--- config.mk ---
export PLATFORM = sky130hd
export DESIGN_NAME = id_stage_fwd_flat
export DESIGN_NICKNAME = d
export VERILOG_FILES = /design/src/rtl/id_stage_fwd_if.sv /design/src/rtl/id_stage_fwd.sv /design/src/flat_wrapper.sv
export SDC_FILE = /design/constraint.sdc
export NUM_CORES = 1
export LEC_CHECK = 0
export BUFFER_PORTS_ARGS = -buffer_cell sky130_fd_sc_hd__buf_4
export CORE_UTILIZATION = 40
export DETAILED_ROUTE_END_ITERATION = 10
export PLACE_DENSITY = 0.77
export SLEW_MARGIN = 20
export SYNTH_ARGS = -nofsm -noshare
export SYNTH_HDL_FRONTEND = slang
export SYNTH_SLANG_ARGS = --single-unit
export TNS_END_PERCENT = 1
--- constraint.sdc ---
create_clock -name clock -period 3.59 [get_ports clock]
set_clock_uncertainty 0.1 [all_clocks]
set_input_delay 0.359 -clock clock [delete_from_list [all_inputs] [get_ports clock]]
set_output_delay 0.359 -clock clock [all_outputs]
set_load 0.01 [all_outputs]
--- src/rtl/id_stage_fwd_if.sv ---
// Bundles the ID/EX register's pipeline context and outputs. The master
// side is the rest of the datapath. The slave side is the decode stage.
interface id_stage_fwd_if #(
  parameter int DATA_W = 16,
  parameter int CNT_W  = 16
);
  logic                en;
  logic                flush;
  logic [15:0]         id_ir;
  logic [15:0]         mem_ir;
  logic [15:0]         wb_ir;
  logic [DATA_W-1:0]   alu_out;
  logic [DATA_W-1:0]   mem_result;
  logic [DATA_W-1:0]   wb_result;
  logic [DATA_W-1:0]   d_datain;
  logic [8*DATA_W-1:0] gr_flat;
  logic [15:0]         ex_ir;
  logic [DATA_W-1:0]   reg_a;
  logic [DATA_W-1:0]   reg_b;
  logic [DATA_W-1:0]   smdr;
  logic                stall_req;
  logic [CNT_W-1:0]    stall_cnt;

  modport master (
    output en, flush, id_ir, mem_ir, wb_ir, alu_out, mem_result, wb_result,
           d_datain, gr_flat,
    input  ex_ir, reg_a, reg_b, smdr, stall_req, stall_cnt
  );

  modport slave (
    input  en, flush, id_ir, mem_ir, wb_ir, alu_out, mem_result, wb_result,
           d_datain, gr_flat,
    output ex_ir, reg_a, reg_b, smdr, stall_req, stall_cnt
  );
endinterface

--- src/rtl/id_stage_fwd.sv ---
// ID/EX pipeline register for the 16-bit five-stage CPU.
// It decodes the ID instruction and reads operands through an EX/MEM/WB
// bypass network. It detects load-use hazards and inserts bubbles for them.
// It handles flush, an optional hard-wired r0, and a saturating stall counter.
module id_stage_fwd #(
  parameter int DATA_W      = 16,
  parameter int ZERO_REG_EN = 0,
  parameter int CNT_W       = 16
) (
  input  logic          clock,
  input  logic          reset,
  id_stage_fwd_if.slave stage
);
  // Opcode encodings shared with the rest of the CPU.
  localparam logic [4:0] OP_NOP   = 5'b00000;
  localparam logic [4:0] OP_HALT  = 5'b00001;
  localparam logic [4:0] OP_LOAD  = 5'b00010;
  localparam logic [4:0] OP_STORE = 5'b00011;
  localparam logic [4:0] OP_SLL   = 5'b00100;
  localparam logic [4:0] OP_SLA   = 5'b00101;
  localparam logic [4:0] OP_SRL   = 5'b00110;
  localparam logic [4:0] OP_SRA   = 5'b00111;
  localparam logic [4:0] OP_ADD   = 5'b01000;
  localparam logic [4:0] OP_ADDI  = 5'b01001;
  localparam logic [4:0] OP_SUB   = 5'b01010;
  localparam logic [4:0] OP_SUBI  = 5'b01011;
  localparam logic [4:0] OP_CMP   = 5'b01100;
  localparam logic [4:0] OP_AND   = 5'b01101;
  localparam logic [4:0] OP_OR    = 5'b01110;
  localparam logic [4:0] OP_XOR   = 5'b01111;
  localparam logic [4:0] OP_LDIH  = 5'b10000;
  localparam logic [4:0] OP_ADDC  = 5'b10001;
  localparam logic [4:0] OP_SUBC  = 5'b10010;
  localparam logic [4:0] OP_JUMP  = 5'b11000;
  localparam logic [4:0] OP_JMPR  = 5'b11001;
  localparam logic [4:0] OP_BZ    = 5'b11010;
  localparam logic [4:0] OP_BNZ   = 5'b11011;
  localparam logic [4:0] OP_BN    = 5'b11100;
  localparam logic [4:0] OP_BNN   = 5'b11101;
  localparam logic [4:0] OP_BC    = 5'b11110;
  localparam logic [4:0] OP_BNC   = 5'b11111;

  // Instructions whose ALU result lands in r1.
  function automatic logic is_alu_writer(input logic [4:0] op);
    logic hit;
    case (op)
      OP_LDIH, OP_ADD, OP_ADDI, OP_ADDC, OP_SUB, OP_SUBI, OP_SUBC,
      OP_AND, OP_OR, OP_XOR, OP_SLL, OP_SRL, OP_SLA, OP_SRA: hit = 1'b1;
      default:                                               hit = 1'b0;
    endcase
    return hit;
  endfunction

  // Pipeline state.
  logic [15:0]       ex_ir_reg, ex_ir_next;
  logic [DATA_W-1:0] reg_a_reg, reg_a_next;
  logic [DATA_W-1:0] reg_b_reg, reg_b_next;
  logic [DATA_W-1:0] smdr_reg, smdr_next;
  logic [CNT_W-1:0]  stall_cnt_reg, stall_cnt_next;

  // Instruction fields.
  logic [4:0] id_op, ex_op, mem_op, wb_op;
  logic [2:0] id_r1, id_r2, id_r3, ex_r1, mem_r1, wb_r1;
  logic [7:0] id_imm8;
  logic [3:0] id_imm4;

  assign id_op   = stage.id_ir[15:11];
  assign id_r1   = stage.id_ir[10:8];
  assign id_r2   = stage.id_ir[6:4];
  assign id_r3   = stage.id_ir[2:0];
  assign id_imm8 = stage.id_ir[7:0];
  assign id_imm4 = stage.id_ir[3:0];
  assign ex_op   = ex_ir_reg[15:11];
  assign ex_r1   = ex_ir_reg[10:8];
  assign mem_op  = stage.mem_ir[15:11];
  assign mem_r1  = stage.mem_ir[10:8];
  assign wb_op   = stage.wb_ir[15:11];
  assign wb_r1   = stage.wb_ir[10:8];

  // Producers visible to the bypass network.
  logic ex_alu, mem_alu, mem_load, wb_writes, ex_load;
  assign ex_alu    = is_alu_writer(ex_op);
  assign ex_load   = (ex_op == OP_LOAD);
  assign mem_alu   = is_alu_writer(mem_op);
  assign mem_load  = (mem_op == OP_LOAD);
  assign wb_writes = is_alu_writer(wb_op) || (wb_op == OP_LOAD);

  // Operand source classification of the ID instruction.
  logic a_from_r1, a_from_r2, b_from_r3, b_imm4, b_imm8, b_ldih, st_from_r1;

  // Decide where operands A, B and the store data come from for this opcode.
  always_comb begin
    a_from_r1  = 1'b0;
    a_from_r2  = 1'b0;
    b_from_r3  = 1'b0;
    b_imm4     = 1'b0;
    b_imm8     = 1'b0;
    b_ldih     = 1'b0;
    st_from_r1 = 1'b0;
    case (id_op)
      OP_BZ, OP_BNZ, OP_BN, OP_BNN, OP_BC, OP_BNC, OP_JMPR, OP_ADDI, OP_SUBI: begin
        a_from_r1 = 1'b1;
        b_imm8    = 1'b1;
      end
      OP_LDIH: begin
        a_from_r1 = 1'b1;
        b_ldih    = 1'b1;
      end
      OP_LOAD, OP_SLL, OP_SRL, OP_SLA, OP_SRA: begin
        a_from_r2 = 1'b1;
        b_imm4    = 1'b1;
      end
      OP_STORE: begin
        a_from_r2  = 1'b1;
        b_imm4     = 1'b1;
        st_from_r1 = 1'b1;
      end
      OP_ADD, OP_ADDC, OP_SUB, OP_SUBC, OP_CMP, OP_AND, OP_OR, OP_XOR: begin
        a_from_r2 = 1'b1;
        b_from_r3 = 1'b1;
      end
      default: ;
    endcase
  end

  // Three register read ports: 0 = operand A, 1 = operand B, 2 = store data.
  logic [2:0][2:0]        src_reg;
  logic [2:0]             src_used;
  logic [2:0][DATA_W-1:0] src_val;
  logic [2:0]             load_hit;

  assign src_reg[0]  = a_from_r1 ? id_r1 : id_r2;
  assign src_reg[1]  = id_r3;
  assign src_reg[2]  = id_r1;
  assign src_used[0] = a_from_r1 | a_from_r2;
  assign src_used[1] = b_from_r3;
  assign src_used[2] = st_from_r1;

  genvar gi;
  generate
    for (gi = 0; gi < 3; gi++) begin : g_port
      logic [2:0]        sreg;
      logic              is_zero;
      logic [DATA_W-1:0] val;

      assign sreg    = src_reg[gi];
      assign is_zero = (ZERO_REG_EN != 0) && (sreg == 3'd0);

      // Bypass: the youngest in-flight producer wins, then fall back to the register file.
      always_comb begin
        val = stage.gr_flat[int'(sreg) * DATA_W +: DATA_W];
        if (is_zero)                          val = '0;
        else if (ex_alu && ex_r1 == sreg)     val = stage.alu_out;
        else if (mem_alu && mem_r1 == sreg)   val = stage.mem_result;
        else if (mem_load && mem_r1 == sreg)  val = stage.d_datain;
        else if (wb_writes && wb_r1 == sreg)  val = stage.wb_result;
      end

      assign src_val[gi]  = val;
      // A load in EX cannot be forwarded yet. A hardwired r0 never needs it.
      assign load_hit[gi] = src_used[gi] && (sreg == ex_r1) && !is_zero;
    end
  endgenerate

  logic stall;
  assign stall = stage.en && !stage.flush && ex_load && (|load_hit);

  logic [DATA_W-1:0] ldih_val;
  assign ldih_val = DATA_W'(id_imm8) << (DATA_W - 8);

  // Next-state selection: hold, flush, stall bubble, or normal advance.
  always_comb begin
    ex_ir_next     = ex_ir_reg;
    reg_a_next     = reg_a_reg;
    reg_b_next     = reg_b_reg;
    smdr_next      = smdr_reg;
    stall_cnt_next = stall_cnt_reg;
    if (stage.en) begin
      if (stage.flush) begin
        ex_ir_next = '0;
      end else if (stall) begin
        ex_ir_next = '0;
        if (stall_cnt_reg != {CNT_W{1'b1}}) stall_cnt_next = stall_cnt_reg + CNT_W'(1);
      end else begin
        ex_ir_next = (id_op == OP_JUMP) ? 16'h0000 : stage.id_ir;
        if (src_used[0]) reg_a_next = src_val[0];
        if (b_from_r3)   reg_b_next = src_val[1];
        else if (b_imm4) reg_b_next = DATA_W'(id_imm4);
        else if (b_imm8) reg_b_next = DATA_W'(id_imm8);
        else if (b_ldih) reg_b_next = ldih_val;
        if (st_from_r1)  smdr_next  = src_val[2];
      end
    end
  end

  // Pipeline register with asynchronous active-low clear.
  always_ff @(posedge clock or negedge reset) begin
    if (!reset) begin
      ex_ir_reg     <= '0;
      reg_a_reg     <= '0;
      reg_b_reg     <= '0;
      smdr_reg      <= '0;
      stall_cnt_reg <= '0;
    end else begin
      ex_ir_reg     <= ex_ir_next;
      reg_a_reg     <= reg_a_next;
      reg_b_reg     <= reg_b_next;
      smdr_reg      <= smdr_next;
      stall_cnt_reg <= stall_cnt_next;
    end
  end

  assign stage.ex_ir     = ex_ir_reg;
  assign stage.reg_a     = reg_a_reg;
  assign stage.reg_b     = reg_b_reg;
  assign stage.smdr      = smdr_reg;
  assign stage.stall_req = stall;
  assign stage.stall_cnt = stall_cnt_reg;

  // Low instruction fields of the later stages carry nothing this stage needs.
  logic unused_bits;
  assign unused_bits = ^{ex_ir_reg[7:0], stage.mem_ir[7:0], stage.wb_ir[7:0]};
endmodule

--- src/flat_wrapper.sv ---
// flat-port wrapper written by rule: the top's interface ports become plain ports
module id_stage_fwd_flat 
#(
  parameter int DATA_W      = 16,
  parameter int ZERO_REG_EN = 0,
  parameter int CNT_W       = 16
)
  (clock, reset, stage_en, stage_flush, stage_id_ir, stage_mem_ir, stage_wb_ir, stage_alu_out, stage_mem_result, stage_wb_result, stage_d_datain, stage_gr_flat, stage_ex_ir, stage_reg_a, stage_reg_b, stage_smdr, stage_stall_req, stage_stall_cnt);
  id_stage_fwd_if #(.DATA_W(DATA_W), .CNT_W(CNT_W)) stage_i ();
  input  logic clock;
  input  logic reset;
  input wire logic [$bits(stage_i.en)-1:0] stage_en;
  input wire logic [$bits(stage_i.flush)-1:0] stage_flush;
  input wire logic [$bits(stage_i.id_ir)-1:0] stage_id_ir;
  input wire logic [$bits(stage_i.mem_ir)-1:0] stage_mem_ir;
  input wire logic [$bits(stage_i.wb_ir)-1:0] stage_wb_ir;
  input wire logic [$bits(stage_i.alu_out)-1:0] stage_alu_out;
  input wire logic [$bits(stage_i.mem_result)-1:0] stage_mem_result;
  input wire logic [$bits(stage_i.wb_result)-1:0] stage_wb_result;
  input wire logic [$bits(stage_i.d_datain)-1:0] stage_d_datain;
  input wire logic [$bits(stage_i.gr_flat)-1:0] stage_gr_flat;
  output wire logic [$bits(stage_i.ex_ir)-1:0] stage_ex_ir;
  output wire logic [$bits(stage_i.reg_a)-1:0] stage_reg_a;
  output wire logic [$bits(stage_i.reg_b)-1:0] stage_reg_b;
  output wire logic [$bits(stage_i.smdr)-1:0] stage_smdr;
  output wire logic [$bits(stage_i.stall_req)-1:0] stage_stall_req;
  output wire logic [$bits(stage_i.stall_cnt)-1:0] stage_stall_cnt;
  assign stage_i.en = stage_en;
  assign stage_i.flush = stage_flush;
  assign stage_i.id_ir = stage_id_ir;
  assign stage_i.mem_ir = stage_mem_ir;
  assign stage_i.wb_ir = stage_wb_ir;
  assign stage_i.alu_out = stage_alu_out;
  assign stage_i.mem_result = stage_mem_result;
  assign stage_i.wb_result = stage_wb_result;
  assign stage_i.d_datain = stage_d_datain;
  assign stage_i.gr_flat = stage_gr_flat;
  assign stage_ex_ir = stage_i.ex_ir;
  assign stage_reg_a = stage_i.reg_a;
  assign stage_reg_b = stage_i.reg_b;
  assign stage_smdr = stage_i.smdr;
  assign stage_stall_req = stage_i.stall_req;
  assign stage_stall_cnt = stage_i.stall_cnt;
  id_stage_fwd #(.DATA_W(DATA_W), .ZERO_REG_EN(ZERO_REG_EN), .CNT_W(CNT_W)) u_core (.clock(clock), .reset(reset), .stage(stage_i));
endmodule
==> flow_summary.yaml, run 1 <==
floorplanning:
  start_util_pct: 40.9
  fp.dieH_um: 152
  io_pins: 325
  fp.dieW_um: 152
  core_mm2: 0.0219
  die-area_mm2: 0.0230
  core.rowCount: 54
global_routing:
  track_usage_pct: 29.4
  grt_start_max_net_pins: 81
  antenna_found_initial: 0
  grt_pass1_vias: 9130
  grt_overflow_total: 0
  grt_pass1_wl_um: 51400
sta:
  fin_crit_ps: 3240
  slew_viol_final: 0
  holdWs_ps: 197
  tightest_slew_ps: 907
  relSlewSlack_pct: 39.1
  rsz0062_at_grt: "false"
  period_share_pct: 90.3
  setup_violations: 0
  fin_setup_tns_ps: 0
  finalHoldViolCount: 0
  fmax_mhz: 309
cells_and_area:
  stdcell_count: 1590
  fin_nets: 1549
  areaGrowthSynthToFinish_pct: 32.8
  final_layout_size_suffix_gt1_share_pct: 35.9
  fin_util_pct: 54.3
  final_area_mm2: 0.0119
placement:
  place_congestion: 0.946
  placedCellCount: 1571
  placed_area_mm2: 0.0116
  io_buffers: 308
  dp_hpwl_um: 26200
clocking:
  post_cts_resized: 0
  cts_root_buffer: "clkbuf_16"
  cts_buffers: 9
  htree_levels: 3
  cts_sinks: 80
  postCtsHoldBufs: 0
  post_cts_buffers: 0
  clk_pin_slew_ps: 60
  insertion_delay_ps: 340
  cts_tree: "done"
  cts.path.max_buffers: 2
yosys:
  syn_area_mm2: 0.00895
  synthFlopType: "dfrtp_1"
  syn_area_per_cell_um2: 8.55
  synth_cell_types: 63
  yosysTopAreaCell: "dfrtp_1"
  synthTopCellsByArea: "dfrtp_1 (22%), mux4_2 (16%), mux2i_1 (7.6%)"
  synth_cells: 1047
  synth_enable_flop_cells: 0
  yosys_warnings: 0
  synthArstFlopShare_pct: 100
  syn_nets: 1292
  yosysSeqAreaShare_pct: 22.4
  synth-seq-cells: 80
  synth_top_area_share_pct: 22.4
power:
  seqPwrFrac_pct: 30.1
  ir_drop_mv: 0.230
  power.leakage_nw: 5.32
  switching_power_w: 0.00140
  p_int_w: 0.00239
  clkPwrFrac_pct: 22.4
  combPwrFrac_pct: 47.5
  switching_share_pct: 36.9
  power_density_mw_per_mm2: 318
detailed_routing:
  ant_nets: 0
  vias: 9736
  routed_wl_um: 34400
  vias_per_cell: 6.12
  wl_met2_um: 15200
  dr.max_layer_used: "met4"
  drt_iter0_markers: 862
  wirelength_met1_um: 14900
  drc: 0
  route.met3.wl_um: 3130
  drt-pass1-iter-count: 6
  routedWlPerCell_um: 21.6
worst_setup_path:
  cp_data_arrival_time_ps: 2780
  required_ps: 3130
  cp-end-kind: "primary output"
  worstSetupPathType: "input pin to primary output"
  worstPathMaxFanout: 10
  start_kind: "input pin"
run:
  drv_cap: 0
worst_hold_path:
  hold_class: "input pin to register"
outcome:
  status: "complete, no violations"
==> cell usage after synthesis, drive strengths merged (3+ instances only) <==
| cell | number |
|---|---|
| mux2 | 17 |
| o22ai | 34 |
| nand4b | 4 |
| buf | 29 |
| mux4 | 64 |
| o21a | 17 |
| a21o | 3 |
| a211oi | 38 |
| a22o | 15 |
| clkbuf | 72 |
| and2 | 5 |
| nor4 | 4 |
| nand2 | 50 |
| xor2 | 19 |
| nand3b | 4 |
| nand2b | 6 |
| o311a | 15 |
| xnor2 | 15 |
| dfrtp | 80 |
| nand3 | 105 |
| mux2i | 68 |
| o21ai | 89 |
| nor2 | 99 |
| nor2b | 6 |
| nor3b | 3 |
| a21bo | 3 |
| inv | 20 |
| nor3 | 6 |
| a21oi | 87 |
| nand4 | 7 |
| and3 | 10 |
| o2111ai | 15 |
| a22oi | 17 |
==> logic make-up after synthesis <==
| family | Yosys count | share of synthesized area, % |
|---|---|---|
| AND/OR/NAND/NOR | 316 | 16.9 |
| multiplexers | 149 | 25.9 |
| AO/OA/AOI/OAI | 346 | 25.9 |
| flip-flops | 80 | 22.4 |
| buffers and inverters | 121 | 5.55 |
| XOR/XNOR | 34 | 3.33 |
| adder cells (fa/ha/maj) | 1 | 0.140 |
==> stage by stage <==
stage | total power (W) | setup slack, ps
final | 0.00378 | 349
after global routing | 0.00400 | 134
after CTS | 0.00376 | 382
after detailed placement | 0.00291 | 255
after global placement | 0.00288 | 249
after floorplan | 0.00210 | 662
==> layer usage <==
metal	GRT usage (%)	up-vias
met5	0	-
met4	10.6	0
met3	4.67	65
met2	44.8	554
met1	41.8	4573
li1	-	4544
==> cell type report <==
class                   count  area, um2
repair buffers            347       2690
diodes                      1       2.50
fillers                  2019      10000
flip-flops and latches     80       2000
inverters                  20       75.1
clock buffers              10        229
clock inverters             6       42.5
multi-input cells         846       6490
well taps                 280        350
==> path summary, 6_finish.rpt <==
check | from | to | slack, ps | cells after the start
max in group asynchronous | reset | u_core.stage.smdr[10]$_DFFE_PN0P_ | 2430 | 3
worst max register to register | u_core.stage.ex_ir[12]$_DFFE_PN0P_ | u_core.stage.reg_b[7]$_DFFE_PN0P_ | 550 | 9
worst min-delay path | stage_id_ir[7] | u_core.stage.ex_ir[7]$_DFFE_PN0P_ | 200 | 2
worst min register to register | u_core.stage.smdr[15]$_DFFE_PN0P_ | u_core.stage.smdr[15]$_DFFE_PN0P_ | 390 | 2
worst max-delay path | stage_id_ir[12] | stage_stall_req | 350 | 11
min in group asynchronous | reset | u_core.stage.stall_cnt[1]$_DFFE_PN0P_ | 360 | 2
==> critical path, stage by stage <==
cell       delay (ps)
buf_4             140
nor2_2            300
a2bb2oi_1         370
buf_4             240
nand3_1           180
nand2_1           130
xor2_1            110
o41ai_4           420
buf_4             220
and2_1            170
buf_4             130
==> power groups by stage <==
stage / Combinational, W / Clock (W) / Sequential [W]
final: 0.00180 / 0.000849 / 0.00114
after global routing: 0.00194 / 0.000901 / 0.00116
after CTS: 0.00177 / 0.000858 / 0.00114
after detailed placement: 0.00176 / 0 / 0.00115
after global placement: 0.00173 / 0 / 0.00115
after floorplan: 0.000904 / 0 / 0.00120
==> cell usage in the layout (no fill, tap or decap), drive strengths merged, types with 19 or more instances in the layout <==
cell type / n
buf: 346
o22ai: 34
a211oi: 38
nor2: 99
nand2: 50
dfrtp: 80
nand3: 105
mux2i: 68
a21oi: 87
xor2: 19
o21ai: 89
inv: 22
mux4: 64
(Power assumes the default switching activity.)
==> run 2: changes to the inputs <==
--- a/config.mk
+++ b/config.mk
@@ -6,9 +6,9 @@
 export NUM_CORES = 1
 export LEC_CHECK = 0
 export BUFFER_PORTS_ARGS = -buffer_cell sky130_fd_sc_hd__buf_4
-export CORE_UTILIZATION = 40
+export CORE_UTILIZATION = 56
 export DETAILED_ROUTE_END_ITERATION = 10
-export PLACE_DENSITY = 0.77
+export PLACE_DENSITY = 0.95
 export SLEW_MARGIN = 20
 export SYNTH_ARGS = -nofsm -noshare
 export SYNTH_HDL_FRONTEND = slang
==> flow_summary.yaml, run 2 (synthesis results as in run 1) <==
clocking:
  post_cts_resized: 0
  clk_pin_slew_ps: 60
  cts_tree: "done"
  cts_root_buffer: "clkbuf_16"
  postCtsHoldBufs: 0
  post_cts_buffers: 0
  htree_levels: 3
  cts.path.max_buffers: 2
  cts_buffers: 9
  cts_sinks: 80
  insertion_delay_ps: 340
worst_setup_path:
  cp_data_arrival_time_ps: 2700
  critPathMaxStageDelay_ps: 460
  worstPathMaxFanout: 8
  worstSetupPathType: "input pin to primary output"
  crit_top_cell: "buf_4"
  cp_top_family: "simple AND/OR/NAND/NOR gates"
  cp_cell_sequence: "buf_4 -> nor2_2 -> a2bb2oi_1 -> nand3_1 -> nand2_1 -> xor2_1 -> o41ai_4 -> buf_4 -> and2_1 -> buf_4"
  required_ps: 3130
  critPathBufInv: 3
  slowest_stage: "a2bb2oi_1"
  start_kind: "input pin"
  cp-end-kind: "primary output"
floorplanning:
  io_pins: 325
  die-area_mm2: 0.0165
  core_mm2: 0.0154
  start_util_pct: 58.2
  fp.dieW_um: 128
  core.rowCount: 45
  fp.dieH_um: 128
placement:
  preCtsSetupSlack_ps: 139
  place_congestion: 0.936
  dp_hpwl_um: 25200
  io_buffers: 308
sta:
  period_share_pct: 88.0
  fin_setup_tns_ps: 0
  setup_violations: 0
  setup_ws_ps: 429
  finalHoldViolCount: 0
  rsz0062_at_grt: "false"
  relSlewSlack_pct: 27.4
  slew_viol_final: 0
  fmax_mhz: 316
  fin_crit_ps: 3160
  tightest_slew_ps: 1080
global_routing:
  grt_pass1_wl_um: 51200
  grt_overflow_total: 0
  grt_pass1_vias: 9475
  antenna_found_initial: 0
  grt_start_max_net_pins: 81
  track_usage_pct: 40.0
detailed_routing:
  routedWlPerCell_um: 22.3
  drt-pass1-iter-count: 7
  vias_per_cell: 6.85
  drt_iter0_markers: 1382
  routed_wl_um: 33700
  vias: 10400
  drc: 0
  ant_nets: 0
cells_and_area:
  layout_commonest_cell: "buf_4"
  final_layout_size_suffix_gt1_share_pct: 35.6
  fin_nets: 1544
  nFillCells: 1056
  mostFrequentLayoutCells: "buf_4 (334), nand3_1 (105), nor2_1 (97)"
  areaGrowthSynthToFinish_pct: 32.0
  n_antenna_cell: 0
worst_hold_path:
  hold_class: "input pin to register"
outcome:
  status: "complete, no violations"
power:
  power_density_mw_per_mm2: 334
  ir_drop_mv: 0.368
  power.leakage_nw: 5.32
run:
  drv_cap: 0
==> run 2: cell count changes in the layout (fill, tap and decap cells not counted) <==
cell,previous run,this run
nand3_2,1,0
buf_12,5,6
clkinvlp_4,2,1
diode_2,1,0
buf_4,340,334
nand3_1,104,105
clkinv_2,2,1
bufinv_16,0,2
==> run 2: metal layers <==
layer	track usage, %	wire (um)
met1	55.2	12600
met2	61.8	15200
met3	6.49	4210
met4	19.0	1670
met5	0	0
==> run 2: final cells by class <==
class,instances,area [um2],area share [%]
Multi-Input combinational cell,846,6490,54.9
Timing Repair Buffer,342,2670,22.6
Sequential cell,80,2000,16.9
Tap cell,211,264,2.23
Clock buffer,10,229,1.94
Clock inverter,6,90.1,0.763
Inverter,20,75.1,0.636
==> run 2: final timing paths <==
kind / start / endpoint / slack [ps] / cells after the start
max: stage_id_ir[12] / stage_stall_req / 430 / 10
min: stage_id_ir[7] / u_core.stage.ex_ir[7]$_DFFE_PN0P_ / 180 / 2
max reg2reg: u_core.stage.ex_ir[11]$_DFFE_PN0P_ / u_core.stage.reg_b[7]$_DFFE_PN0P_ / 540 / 9
min reg2reg: u_core.stage.smdr[10]$_DFFE_PN0P_ / u_core.stage.smdr[10]$_DFFE_PN0P_ / 390 / 2
max in group asynchronous: reset / u_core.stage.smdr[10]$_DFFE_PN0P_ / 2450 / 3
min in group asynchronous: reset / u_core.stage.stall_cnt[15]$_DFFE_PN0P_ / 360 / 2
==> run 2: per-stage QoR <==
stage	instance area (um2)	hold WS [ps]	util (%)	std cells	power [W]
after floorplan	8950	-36.6	-	1047	0.00210
after global placement	11500	365	74.5	1497	0.00285
after detailed placement	11500	373	74.5	1497	0.00290
after CTS	11800	110	76.6	1513	0.00389
after global routing	11800	200	76.8	1515	0.00411
final	11800	178	76.8	1515	0.00394
==> run 2: power by group <==
group          switching, W  leakage [nW]  internal (W)
clock              0.000377         0.153      0.000613
combinational      0.000936          4.15      0.000875
sequential         0.000102          1.02       0.00104
total               0.00142          5.32       0.00253
==> run 3: changes to the inputs <==
--- a/config.mk
+++ b/config.mk
@@ -6,9 +6,10 @@
 export NUM_CORES = 1
 export LEC_CHECK = 0
 export BUFFER_PORTS_ARGS = -buffer_cell sky130_fd_sc_hd__buf_4
-export CORE_UTILIZATION = 56
+export CORE_MARGIN = 8
+export CORE_UTILIZATION = 25
 export DETAILED_ROUTE_END_ITERATION = 10
-export PLACE_DENSITY = 0.95
+export PLACE_DENSITY = 0.56
 export SLEW_MARGIN = 20
 export SYNTH_ARGS = -nofsm -noshare
 export SYNTH_HDL_FRONTEND = slang
==> flow_summary.yaml, run 3 (synthesis results as in run 1) <==
outcome:
  status: "complete, no violations"
sta:
  fin_setup_tns_ps: 0
  finalHoldViolCount: 0
  period_share_pct: 89.7
  slew_viol_final: 0
  setup_violations: 0
  holdWs_ps: 190
  relSlewSlack_pct: 50.8
  fin_crit_ps: 3220
  tightest_slew_ps: 738
  fmax_mhz: 311
  rsz0062_at_grt: "false"
global_routing:
  gr-usage-met1_pct: 27.2
  grt_pass1_wl_um: 62900
  met3_usage_pct: 4.33
  grt_overflow_total: 0
  busiest_layer: "met2"
  grt_use_met2_pct: 29.9
  antenna_found_initial: 7
  track_usage_pct: 19.5
  grt_pass1_vias: 9757
  grt_start_max_net_pins: 65
clocking:
  cts_buffers: 9
  htree_levels: 3
  insertion_delay_ps: 340
  cts.path.max_buffers: 2
  cts_tree: "done"
  clk_pin_slew_ps: 60
  cts_sinks: 80
  cts_root_buffer: "clkbuf_16"
power:
  power_density_mw_per_mm2: 323
  switching_share_pct: 37.0
  power_w: 0.00394
  switching_power_w: 0.00146
  ir_drop_mv: 0.261
  seqPwrFrac_pct: 28.8
  combPwrFrac_pct: 47.3
  clkPwrFrac_pct: 23.9
  power.leakage_nw: 5.37
  p_int_w: 0.00248
worst_setup_path:
  cp-end-kind: "primary output"
  worstSetupPathType: "input pin to primary output"
  required_ps: 3130
  cp_data_arrival_time_ps: 2760
  worstPathMaxFanout: 14
  start_kind: "input pin"
  reg2regPathDepth: 9
floorplanning:
  fp.dieW_um: 205
  io_pins: 325
  fp.dieH_um: 205
  core.rowCount: 69
  die-area_mm2: 0.0421
  start_util_pct: 25.3
  core_mm2: 0.0354
cells_and_area:
  fin_nets: 1556
  final_layout_size_suffix_gt1_share_pct: 36.4
  fin_util_pct: 34.5
  final_area_mm2: 0.0122
  mostFrequentLayoutCells: "buf_4 (347), nand3_1 (104), nor2_1 (96)"
  layout_commonest_cell: "buf_4"
  areaGrowthSynthToFinish_pct: 36.3
  nFillCells: 3734
detailed_routing:
  routedWlPerCell_um: 23.9
  vias_per_cell: 5.45
  drc: 0
  routed_wl_um: 42600
  ant_nets: 0
  drt_iter0_markers: 781
  vias: 9699
  drt-pass1-iter-count: 8
placement:
  io_buffers: 308
  place_congestion: 0.889
  dp_hpwl_um: 33600
  placed_area_mm2: 0.0119
worst_hold_path:
  hold_depth: 2
  hold_class: "input pin to register"
run:
  drv_cap: 0
## run 3: cell types whose count changed in the layout (fill, tap and decap cells not counted), sizes merged
cell / delta
bufinv: -1
diode: +4
clkinv: +1
buf: +12
## run 3: area by class of cell
class                           instances  area [um2]  area share (%)
Multi-Input combinational cell        846        6490            53.2
Sequential cell                        80        2000            16.4
Inverter                               20        75.1           0.615
Timing Repair Buffer                  354        2740            22.4
Clock inverter                          6        65.1           0.533
Clock buffer                           10         239            1.96
Antenna cell                            4        10.0          0.0821
Tap cell                              461         577            4.73
## run 3: power groups by stage
stage | clock network (W) | logic [W] | registers (W)
6_report | 0.000943 | 0.00186 | 0.00114
2_1_floorplan | 0 | 0.000904 | 0.00120
5_1_grt | 0.00101 | 0.00202 | 0.00116
3_5_place_dp | 0 | 0.00185 | 0.00116
3_3_place_gp | 0 | 0.00184 | 0.00115
4_1_cts | 0.000978 | 0.00186 | 0.00114
## run 3: through the flow
stage | setup slack, ps | cells
floorplan | 662 | 1047
global placement | 157 | 1760
detailed placement | 148 | 1760
CTS | 382 | 1777
global route | 247 | 1781
finish | 370 | 1781
## run 3: per-layer routing
metal  part of all wire (%)  vias to the layer above
met2                     45                      398
met3                    7.2                       57
met1                     46                     4681
met4                    2.2                        6
met5                  0.096                        -
li1                       -                     4557
## run 3: repair_timing
action                                 CTS  global route
resized for setup                        0             0
hold buffers                             1             0
setup buffers                            0             0
endpoints found under the hold margin   28             0
## run 3: path summary, 6_finish.rpt
path,startpoint,to,slack [ps]
min in group asynchronous,reset,u_core.stage.stall_cnt[11]$_DFFE_PN0P_,390
hold / removal,stage_id_ir[7],u_core.stage.ex_ir[7]$_DFFE_PN0P_,190
setup reg to reg,u_core.stage.ex_ir[11]$_DFFE_PN0P_,u_core.stage.reg_b[7]$_DFFE_PN0P_,770
max in group asynchronous,reset,u_core.stage.smdr[10]$_DFFE_PN0P_,2230
hold reg to reg,u_core.stage.smdr[11]$_DFFE_PN0P_,u_core.stage.smdr[11]$_DFFE_PN0P_,380
setup / recovery,stage_id_ir[14],stage_stall_req,370
## run 3: worst max-delay path, stage by stage
cell      delay (ps)
buf_4            160
nand2b_2         220
or4_4            530
nand3_2          120
nand2_1          150
xor2_1           220
o41ai_4          470
buf_4            220
and2_1           160
buf_4            130
